**src/rtl/pdm2pcm_multichannel_pipeline.sv**
```systemverilog
// Time-multiplexed PDM-to-PCM converter: shared capture, per-channel CIC,
// shift + Q1.15 gain with rounding/saturation, FWFT output FIFO.
// Ports: clk_i/rst_i (async high), enable_i, pdm_i/pdm_valid_i/channel_i,
//   decimation_factor_i/shift_i/gain_i (latched while enable_i=0),
//   pcm_o/pcm_channel_o/pcm_valid_o/pcm_ready_i, clip_o, overflow_o,
//   clear_flags_i, config_error_o.
module pdm2pcm_multichannel_pipeline #(
   parameter int CHANNELS       = 2,
   parameter int CIC_ORDER      = 2,
   parameter int CIC_DELAY      = 1,
   parameter int MAX_DECIMATION = 255,
   parameter int PCM_WIDTH      = 16,
   parameter int FIFO_DEPTH     = 8,
   parameter int CH_W  = (CHANNELS > 1) ? $clog2(CHANNELS) : 1,
   parameter int ACC_W =
      CIC_ORDER * $clog2(MAX_DECIMATION * CIC_DELAY) + 2
) (
   input  logic                        clk_i,
   input  logic                        rst_i,
   input  logic                        enable_i,
   input  logic                        pdm_i,
   input  logic                        pdm_valid_i,
   input  logic [CH_W-1:0]             channel_i,
   input  logic [7:0]                  decimation_factor_i,
   input  logic [4:0]                  shift_i,
   input  logic [15:0]                 gain_i,
   output logic signed [PCM_WIDTH-1:0] pcm_o,
   output logic [CH_W-1:0]             pcm_channel_o,
   output logic                        pcm_valid_o,
   input  logic                        pcm_ready_i,
   output logic [CHANNELS-1:0]         clip_o,
   output logic                        overflow_o,
   input  logic                        clear_flags_i,
   output logic                        config_error_o
);

   localparam int FA_W   = (FIFO_DEPTH > 1) ? $clog2(FIFO_DEPTH) : 1;
   localparam int PROD_W = ACC_W + 16;
   localparam int RND_W  = PROD_W + 1;
   localparam int ENT_W  = CH_W + PCM_WIDTH;

   localparam logic signed [RND_W-1:0] PCM_MAX =
      RND_W'((2 ** (PCM_WIDTH - 1)) - 1);
   localparam logic signed [RND_W-1:0] PCM_MIN = ~PCM_MAX;
   localparam logic signed [RND_W-1:0] RND_HALF = RND_W'(2 ** 14);

   // ---------------- configuration ----------------
   logic [7:0]  r_q;
   logic [4:0]  shift_q;
   logic [15:0] gain_q;
   logic        cfg_err_q;
   logic        cfg_ok_q;
   logic        r_bad;

   assign r_bad = (decimation_factor_i < 8'd2) ||
                  ({24'd0, decimation_factor_i} > MAX_DECIMATION);

   // cfg_ok_q stays 0 out of reset so nothing runs before a config latch
   always_ff @(posedge clk_i or posedge rst_i) begin
      if (rst_i) begin
         r_q       <= '0;
         shift_q   <= '0;
         gain_q    <= '0;
         cfg_err_q <= 1'b0;
         cfg_ok_q  <= 1'b0;
      end else if (!enable_i) begin
         r_q       <= decimation_factor_i;
         shift_q   <= shift_i;
         gain_q    <= gain_i;
         cfg_err_q <= r_bad;
         cfg_ok_q  <= !r_bad;
      end
   end

   // ---------------- input / integrators ----------------
   logic             ch_ok;
   logic [CH_W-1:0]  ch_sel;
   logic             accept;
   logic             dec_evt;
   logic [7:0]       cnt_q   [CHANNELS];
   logic [ACC_W-1:0] integ_q [CHANNELS][CIC_ORDER];
   logic [ACC_W-1:0] integ_d [CIC_ORDER];

   assign ch_ok   = 32'(channel_i) < CHANNELS;
   assign ch_sel  = ch_ok ? channel_i : '0;
   assign accept  = enable_i & cfg_ok_q & pdm_valid_i & ch_ok;
   assign dec_evt = accept & (cnt_q[ch_sel] == r_q - 8'd1);

   // Cascade uses each stage's updated value in the same cycle;
   // wrap-around is harmless because the combs cancel it.
   always_comb begin : integ_chain
      logic [ACC_W-1:0] a;
      a = pdm_i ? ACC_W'(1) : '1;
      for (int k = 0; k < CIC_ORDER; k++) begin
         a = integ_q[ch_sel][k] + a;
         integ_d[k] = a;
      end
   end

   always_ff @(posedge clk_i or posedge rst_i) begin
      if (rst_i) begin
         for (int c = 0; c < CHANNELS; c++) begin
            cnt_q[c] <= '0;
            for (int k = 0; k < CIC_ORDER; k++) integ_q[c][k] <= '0;
         end
      end else if (!enable_i) begin
         for (int c = 0; c < CHANNELS; c++) begin
            cnt_q[c] <= '0;
            for (int k = 0; k < CIC_ORDER; k++) integ_q[c][k] <= '0;
         end
      end else if (accept) begin
         cnt_q[ch_sel] <= dec_evt ? 8'd0 : cnt_q[ch_sel] + 8'd1;
         for (int k = 0; k < CIC_ORDER; k++) integ_q[ch_sel][k] <= integ_d[k];
      end
   end

   // ---------------- capture (T) ----------------
   logic             cap_v_q;
   logic [CH_W-1:0]  cap_ch_q;
   logic [ACC_W-1:0] cap_q;

   always_ff @(posedge clk_i or posedge rst_i) begin
      if (rst_i) begin
         cap_v_q  <= 1'b0;
         cap_ch_q <= '0;
         cap_q    <= '0;
      end else if (!enable_i) begin
         cap_v_q <= 1'b0;
      end else begin
         cap_v_q <= dec_evt;
         if (dec_evt) begin
            cap_q    <= integ_d[CIC_ORDER-1];
            cap_ch_q <= ch_sel;
         end
      end
   end

   // ---------------- combs (T+1) ----------------
   logic [ACC_W-1:0] dl_q [CHANNELS][CIC_ORDER][CIC_DELAY];
   logic [ACC_W-1:0] comb_tap [CIC_ORDER];
   logic [ACC_W-1:0] comb_res;
   logic             cmb_v_q;
   logic [CH_W-1:0]  cmb_ch_q;
   logic [ACC_W-1:0] cmb_q;

   always_comb begin : comb_chain
      logic [ACC_W-1:0] c;
      c = cap_q;
      for (int k = 0; k < CIC_ORDER; k++) begin
         comb_tap[k] = c;
         c = c - dl_q[cap_ch_q][k][CIC_DELAY-1];
      end
      comb_res = c;
   end

   always_ff @(posedge clk_i or posedge rst_i) begin
      if (rst_i) begin
         for (int c = 0; c < CHANNELS; c++)
            for (int k = 0; k < CIC_ORDER; k++)
               for (int m = 0; m < CIC_DELAY; m++) dl_q[c][k][m] <= '0;
      end else if (!enable_i) begin
         for (int c = 0; c < CHANNELS; c++)
            for (int k = 0; k < CIC_ORDER; k++)
               for (int m = 0; m < CIC_DELAY; m++) dl_q[c][k][m] <= '0;
      end else if (cap_v_q) begin
         for (int k = 0; k < CIC_ORDER; k++) begin
            dl_q[cap_ch_q][k][0] <= comb_tap[k];
            for (int m = 1; m < CIC_DELAY; m++)
               dl_q[cap_ch_q][k][m] <= dl_q[cap_ch_q][k][m-1];
         end
      end
   end

   always_ff @(posedge clk_i or posedge rst_i) begin
      if (rst_i) begin
         cmb_v_q  <= 1'b0;
         cmb_ch_q <= '0;
         cmb_q    <= '0;
      end else if (!enable_i) begin
         cmb_v_q <= 1'b0;
      end else begin
         cmb_v_q  <= cap_v_q;
         cmb_ch_q <= cap_ch_q;
         cmb_q    <= comb_res;
      end
   end

   // ---------------- shift + gain (T+2) ----------------
   logic signed [ACC_W-1:0]  y;
   logic signed [PROD_W-1:0] prod;
   logic                     mul_v_q;
   logic [CH_W-1:0]          mul_ch_q;
   logic signed [PROD_W-1:0] mul_q;

   assign y    = $signed(cmb_q) >>> shift_q;
   assign prod = PROD_W'(y) * PROD_W'($signed(gain_q));

   always_ff @(posedge clk_i or posedge rst_i) begin
      if (rst_i) begin
         mul_v_q  <= 1'b0;
         mul_ch_q <= '0;
         mul_q    <= '0;
      end else if (!enable_i) begin
         mul_v_q <= 1'b0;
      end else begin
         mul_v_q  <= cmb_v_q;
         mul_ch_q <= cmb_ch_q;
         mul_q    <= prod;
      end
   end

   // ---------------- round + saturate + push (T+3) ----------------
   logic signed [RND_W-1:0] rnd_sum;
   logic signed [RND_W-1:0] rnd;
   logic                    sat_hi;
   logic                    sat_lo;
   logic [PCM_WIDTH-1:0]    pcm_d;

   assign rnd_sum = RND_W'(mul_q) + RND_HALF;
   assign rnd     = rnd_sum >>> 15;
   assign sat_hi  = rnd > PCM_MAX;
   assign sat_lo  = rnd < PCM_MIN;
   assign pcm_d   = sat_hi ? PCM_MAX[PCM_WIDTH-1:0] :
                    sat_lo ? PCM_MIN[PCM_WIDTH-1:0] :
                             rnd[PCM_WIDTH-1:0];

   // ---------------- output FIFO ----------------
   logic [ENT_W-1:0] mem_q [FIFO_DEPTH];
   logic [FA_W:0]    wp_q;
   logic [FA_W:0]    rp_q;
   logic             empty;
   logic             full;
   logic             push;
   logic             pop;
   logic             push_ok;

   assign empty   = (wp_q == rp_q);
   assign full    = (wp_q[FA_W] != rp_q[FA_W]) &&
                    (wp_q[FA_W-1:0] == rp_q[FA_W-1:0]);
   assign push    = mul_v_q;
   assign pop     = !empty && pcm_ready_i;
   assign push_ok = push && (!full || pop);

   always_ff @(posedge clk_i or posedge rst_i) begin
      if (rst_i) begin
         wp_q <= '0;
         rp_q <= '0;
      end else begin
         if (pop)     rp_q <= rp_q + (FA_W+1)'(1);
         if (push_ok) wp_q <= wp_q + (FA_W+1)'(1);
      end
   end

   always_ff @(posedge clk_i) begin
      if (push_ok) mem_q[wp_q[FA_W-1:0]] <= {mul_ch_q, pcm_d};
   end

   // ---------------- sticky flags ----------------
   logic [CHANNELS-1:0] clip_q;
   logic                overflow_q;

   always_ff @(posedge clk_i or posedge rst_i) begin
      if (rst_i) begin
         clip_q     <= '0;
         overflow_q <= 1'b0;
      end else if (clear_flags_i) begin
         clip_q     <= '0;
         overflow_q <= 1'b0;
      end else begin
         if (push && (sat_hi || sat_lo)) clip_q[mul_ch_q] <= 1'b1;
         if (push && full && !pop)       overflow_q <= 1'b1;
      end
   end

   assign {pcm_channel_o, pcm_o} = empty ? '0 : mem_q[rp_q[FA_W-1:0]];
   assign pcm_valid_o    = !empty;
   assign clip_o         = clip_q;
   assign overflow_o     = overflow_q;
   assign config_error_o = cfg_err_q;

endmodule

```
**config.mk**
```make
export PLATFORM = sky130hd
export DESIGN_NAME = pdm2pcm_multichannel_pipeline
export DESIGN_NICKNAME = d
export VERILOG_FILES = /design/src/rtl/pdm2pcm_multichannel_pipeline.sv
export SDC_FILE = /design/constraint.sdc
export NUM_CORES = 2
export LEC_CHECK = 0
export CORE_UTILIZATION = 59
export CTS_BUF_LIST = sky130_fd_sc_hd__clkbuf_4 sky130_fd_sc_hd__clkbuf_8
export DETAILED_ROUTE_END_ITERATION = 8
export MAX_ROUTING_LAYER = met4
export PLACE_DENSITY = 0.77
export SKIP_CTS_REPAIR_TIMING = 1
export SYNTH_ARGS = -nofsm -noshare
export SYNTH_HDL_FRONTEND = slang
export SYNTH_SLANG_ARGS = --single-unit
```
**constraint.sdc**
```tcl
create_clock -name clk_i -period 9.1 [get_ports clk_i]
set_input_delay 1.82 -clock clk_i [delete_from_list [all_inputs] [get_ports clk_i]]
set_output_delay 1.82 -clock clk_i [all_outputs]
set_load 0.02 [all_outputs]
```
* After elaboration in Yosys (flattened, before gate mapping)
Memories as Yosys holds them, arrays and structs flattened.
Cells that the tools add are included.
W data, S select, Z words.
** Word-level totals
- Logic and storage cells :: 125
- Bits in registers :: 278
- Input bits :: 37
- Memories :: 1
- RAM bits :: 136
- Output and inout port bits :: 22
** Memory list
- mem_q :: words 8, width 17, read ports 1, clocked after Yosys merged registers in 0, wr ports 1, line 228 : logic [ENT_W-1:0] mem_q [FIFO_DEPTH];
** Operators by class
- Multipliers :: 1
- Eq/ne operators :: 6
- Shift operators :: 1
- $lt $le $gt $ge :: 9
- Bitwise gates (word level) :: 6
- Add/subtract/negate cells :: 9
- Reduce and logical (&&, ||, !) cells :: 18
- Muxes and demuxes :: 46
** Operator list (count)
- $bwmux W72 :: 4
- $mux W36 :: 8
- $mux W72 :: 4
- $demux W36 S1 :: 4
- $mux W16 :: 4
- $mux W18 :: 3
- $mux W8 :: 5
- $add A18 B18 Y18 :: 2
- $sub A18 B18 Y18 :: 2
- $add A34 B16 Y35 const B :: 1
- $mul A18 B16 Y34 :: 1
- $gt A20 B16 Y1 const B :: 1
- $lt A20 B16 Y1 const B :: 1
- $sshr A18 B5 Y18 :: 1
- $mux W17 :: 1
- $bwmux W16 :: 1
- $logic_and A1 B1 Y1 :: 9
- $add A4 B1 Y4 const B :: 2
- $add A8 B1 Y8 const B :: 1
- $demux W8 S1 :: 1
- $eq A8 B8 Y1 :: 1
- $lt A8 B2 Y1 const B :: 1
- $mux W1 :: 8
- $sub A8 B1 Y8 const B :: 1
- 17 further kinds :: 29

* Longest topological paths before layout
- Depth in word-level cells :: 10
- Mapped depth :: 35
- Gate-level depth less buffers :: 32

* Worst setup path after synthesis
Ideal clock, no wire load.
- Path kind :: reg2reg
- From :: register shift_q[0]
- To :: register mul_q[27]
- Required time :: 8.975 ns
- Buffers on the path :: 4
- Arrival :: 7.487 ns
- Period minus slack after synthesis :: 7.612 ns
- Cell stages (with the launch flop) :: 35
- Library setup time :: 0.125 ns
- Setup slack :: 1.488 ns
- Path through :: dfrtp_1 buf_6 buf_4 buf_1 mux2_2 nor2_1 nand2_1 o21ai_0 a221oi_1 clkbuf_1 nand2_1 fa_1 inv_1 fa_1 inv_1 fa_1 inv_1 fa_1 fa_1 inv_1 fa_1 inv_1 ha_1 a21o_1 a21o_1 a21oi_1 a21oi_1 o211a_1 o211ai_2 and3_1 nor2_1 or2_4 a21oi_2 xnor2_1 mux2_2
** Between the ends
- Longest elaborated chain between the ends :: 2
** Ends and longest elaborated chain
- start: declaration :: line 49 : logic [4:0] shift_q;
- start signal: assignment :: line 68 : shift_q <= shift_i;
- $sshr A18 B5 Y18 :: line 195 : assign y = $signed(cmb_q) >>> shift_q;
- $mul A18 B16 Y34 :: line 196 : assign prod = PROD_W'(y) * PROD_W'($signed(gain_q));
- end signal: assignment :: line 208 : mul_q <= prod;
- end: declaration :: line 193 : logic signed [PROD_W-1:0] mul_q;
No other way between the ends.
A chain may end at the register's enable or synchronous reset.

* Final worst setup path
- From :: register shift_q[0]
- To :: register mul_q[33]
Same word-level chain as after synthesis.

==> metrics.cfg <==
[critical_path]
critPathSlowestCell=dfrtp_1
r2r_end=mul_q[33]$_DFFE_PP0P_
crit_top_cell=fa_1
worst-setup-path-type=reg -> reg
ff2ff_path_depth=32
reg2reg_slack_ps=760
end_kind=flip-flop
start_kind=flip-flop
crit_fanout=17
required_ps=9560
reg2reg_from=shift_q[0]$_DFFE_PP0N_
cpPeakStageDelay_ps=840
cp_data_arrival_time_ps=8810

[sta]
finClkSkew_ps=42.79
hold_viol=0
drv_slew=0
setup-tns-final_ps=0
tightest_slew_ps=1215
fin_crit_ps=8344
final-setup-viol-count=0
relSlewSlack=0.1814
finalCritPeriodShare=0.9169
grt_setup_unrepaired=false
fmax_mhz=119.8

[drt]
via_count=21290
wl_per_cell_um=19.21
totalWireLength_um=69950
viasPerCell=5.848
drc=0
drt-initial-drc-count=1390
ant_nets=0
firstDrtPassIters=5

[die]
die_x_um=230.1
fp.coreArea_um2=51410
die_y_um=230.1
start_util=0.5972
die_area_um2=52950
ios=59
row_count=83

[placement]
io_buffers=58
hpwl_um=50220
gp_congestion=0.9594

[grt]
grt_max_degree=168
grt.overflow.total=0
grtUsageTotal=0.2863
grt_pass1_vias=22790
grt_pass1_wl_um=116500
antenna_found_initial=1

[clock_tree]
numCtsBuffers=70
clk_latency_ps=660
cts_buffer_depth=3
cts_sinks=400
cts_htree_levels=3
clockRootBuffer=clkbuf_8
clkTransAtPathRegs_ps=60
cts_tree=yes

[yosys]
synthesis.nets=3354
seq_area_frac_synth=0.3482
netlist_area_um2=30700
synth_seq_cells=400
avgSynthCellArea_um2=10.70
yosysWarnings=0
synth_area_leaders=dfrtp_1 (22%), fa_1 (19%), edfxtp_1 (13%)
synthArstFlopShare=0.6600
synth_cells=2869
synth_edf_count=136
post-synth-top-area-cell=dfrtp_1
yosysTopAreaCellShare=0.2152
ys_types=71
synth_top_flop_cell=dfrtp_1

[layout]
fin_nets=3390
area_growth_pct=9.113
layout-drive-gt1-share=0.1196

[worst_hold_path]
whs_endpoint=mul_v_q$_DFF_PP0_
holdPathStages=1
hp-class=reg -> reg
worst_hold_startpoint=cmb_v_q$_DFF_PP0_

[run]
drv_cap=0

[outcome]
status=finished, final reports clean

## flip-flops by register name, summed over array words and instances, names as in the netlist, 2 cells and up
name,cells
cnt_q,16
shift_q,5
dl_q,72
clip_o,2
wp_q,4
cmb_q,18
r_q,8
rp_q,4
mem_q,136
gain_q,16
cap_q,18
integ_q,72
mul_q,20
## through the flow
| step | cells | area, um2 | hold slack, ps | utilization | setup slack, ps |
|---|---|---|---|---|---|
| floorplan | 2869 | 30700 | 433.7 | - | 11.44 |
| global placement | 3513 | 31990 | 446.1 | 0.6223 | 960.1 |
| detailed placement | 3513 | 31990 | 447.5 | 0.6223 | 816.7 |
| CTS | 3640 | 33490 | 474.1 | 0.6516 | 757.8 |
| global route | 3641 | 33500 | 487.0 | 0.6516 | 312.0 |
| finish | 3641 | 33500 | 466.7 | 0.6516 | 756.0 |
## critical path: cells and delay by family, from the launching register on
family | cells | cell delay [ps]
fa+ha+maj | 7 | 3010
simple gates | 3 | 580
mux | 2 | 640
compound gates | 13 | 2370
buf+inv | 6 | 550
flops | 1 | 840
xor+xnor | 1 | 150
## worst max-delay path by stage
| stage | startpoint | end | slack, ps | depth (start not counted) |
|---|---|---|---|---|
| 2_1_floorplan | rst_i | cap_ch_q$_DFFE_PP0P_ | 10 | 1 |
| 3_3_place_gp | shift_q[0]$_DFFE_PP0N_ | mul_q[27]$_DFFE_PP0P_ | 960 | 32 |
| 3_5_place_dp | shift_q[0]$_DFFE_PP0N_ | mul_q[33]$_DFFE_PP0P_ | 820 | 32 |
| 4_1_cts | shift_q[0]$_DFFE_PP0N_ | mul_q[33]$_DFFE_PP0P_ | 760 | 32 |
| 5_1_grt | shift_q[0]$_DFFE_PP0N_ | mul_q[33]$_DFFE_PP0P_ | 310 | 32 |
| 6_report | shift_q[0]$_DFFE_PP0N_ | mul_q[33]$_DFFE_PP0P_ | 760 | 32 |
## cells in the final DEF, fill, tap and decap left out, types with 42 or more instances in the layout
cell type,instances
buf_4,42
ha_1,155
inv_1,377
o21ai_0,143
dfrtp_1,262
nand2_1,286
mux2i_1,84
fa_1,293
a22o_1,54
edfxtp_1,136
and2_1,126
mux2_2,109
nor2_1,102
nand3_1,105
a21oi_1,69
clkdlybuf4s50_1,56
clkbuf_8,85
xnor2_1,81
## Yosys cell counts (all sizes together), types with 20 or more instances
master / number
inv: 379
a21o: 29
o21ai: 157
dfrtp: 264
mux4: 41
nor3: 21
xor2: 41
mux2i: 84
a22o: 54
a21oi: 74
nand2b: 20
buf: 23
nor2b: 32
and2: 126
xnor2: 81
clkbuf: 113
mux2: 112
nand2: 287
nand3: 105
nor2: 102
ha: 155
edfxtp: 136
fa: 293
## per-layer routing
metal  share of wire  global-route usage
met5               0                   -
met4           0.028              0.1010
met3           0.054             0.04043
met2            0.51              0.4801
met1            0.41              0.3557
## layout make-up
type                       count  area [um2]
clock buffer                 113        1380
fill                        3952       17910
tap                          680       850.8
multi-input combinational   1954       18120
timing repair buffer         100       900.9
inverter                     379        1430
antenna                        1       2.502
clock inverter                14       122.6
sequential                   400       10690
## cells by family (layout without fill, tap and decap cells)
logic type               Yosys count  count (layout)  synth area share
AND/OR/NAND/NOR                  738             738            0.1140
buffers and inverters            515             606           0.06354
adder cells (fa/ha/maj)          448             448            0.2542
AO/OA/AOI/OAI                    408             408           0.08551
flip-flops                       400             400            0.3482
multiplexers                     237             237           0.09892
XOR/XNOR                         123             123           0.03554
other                              0               1                 0
Power is not shown: default switching activity piles up to over one toggle a cycle in this logic, so the estimate is an artifact.
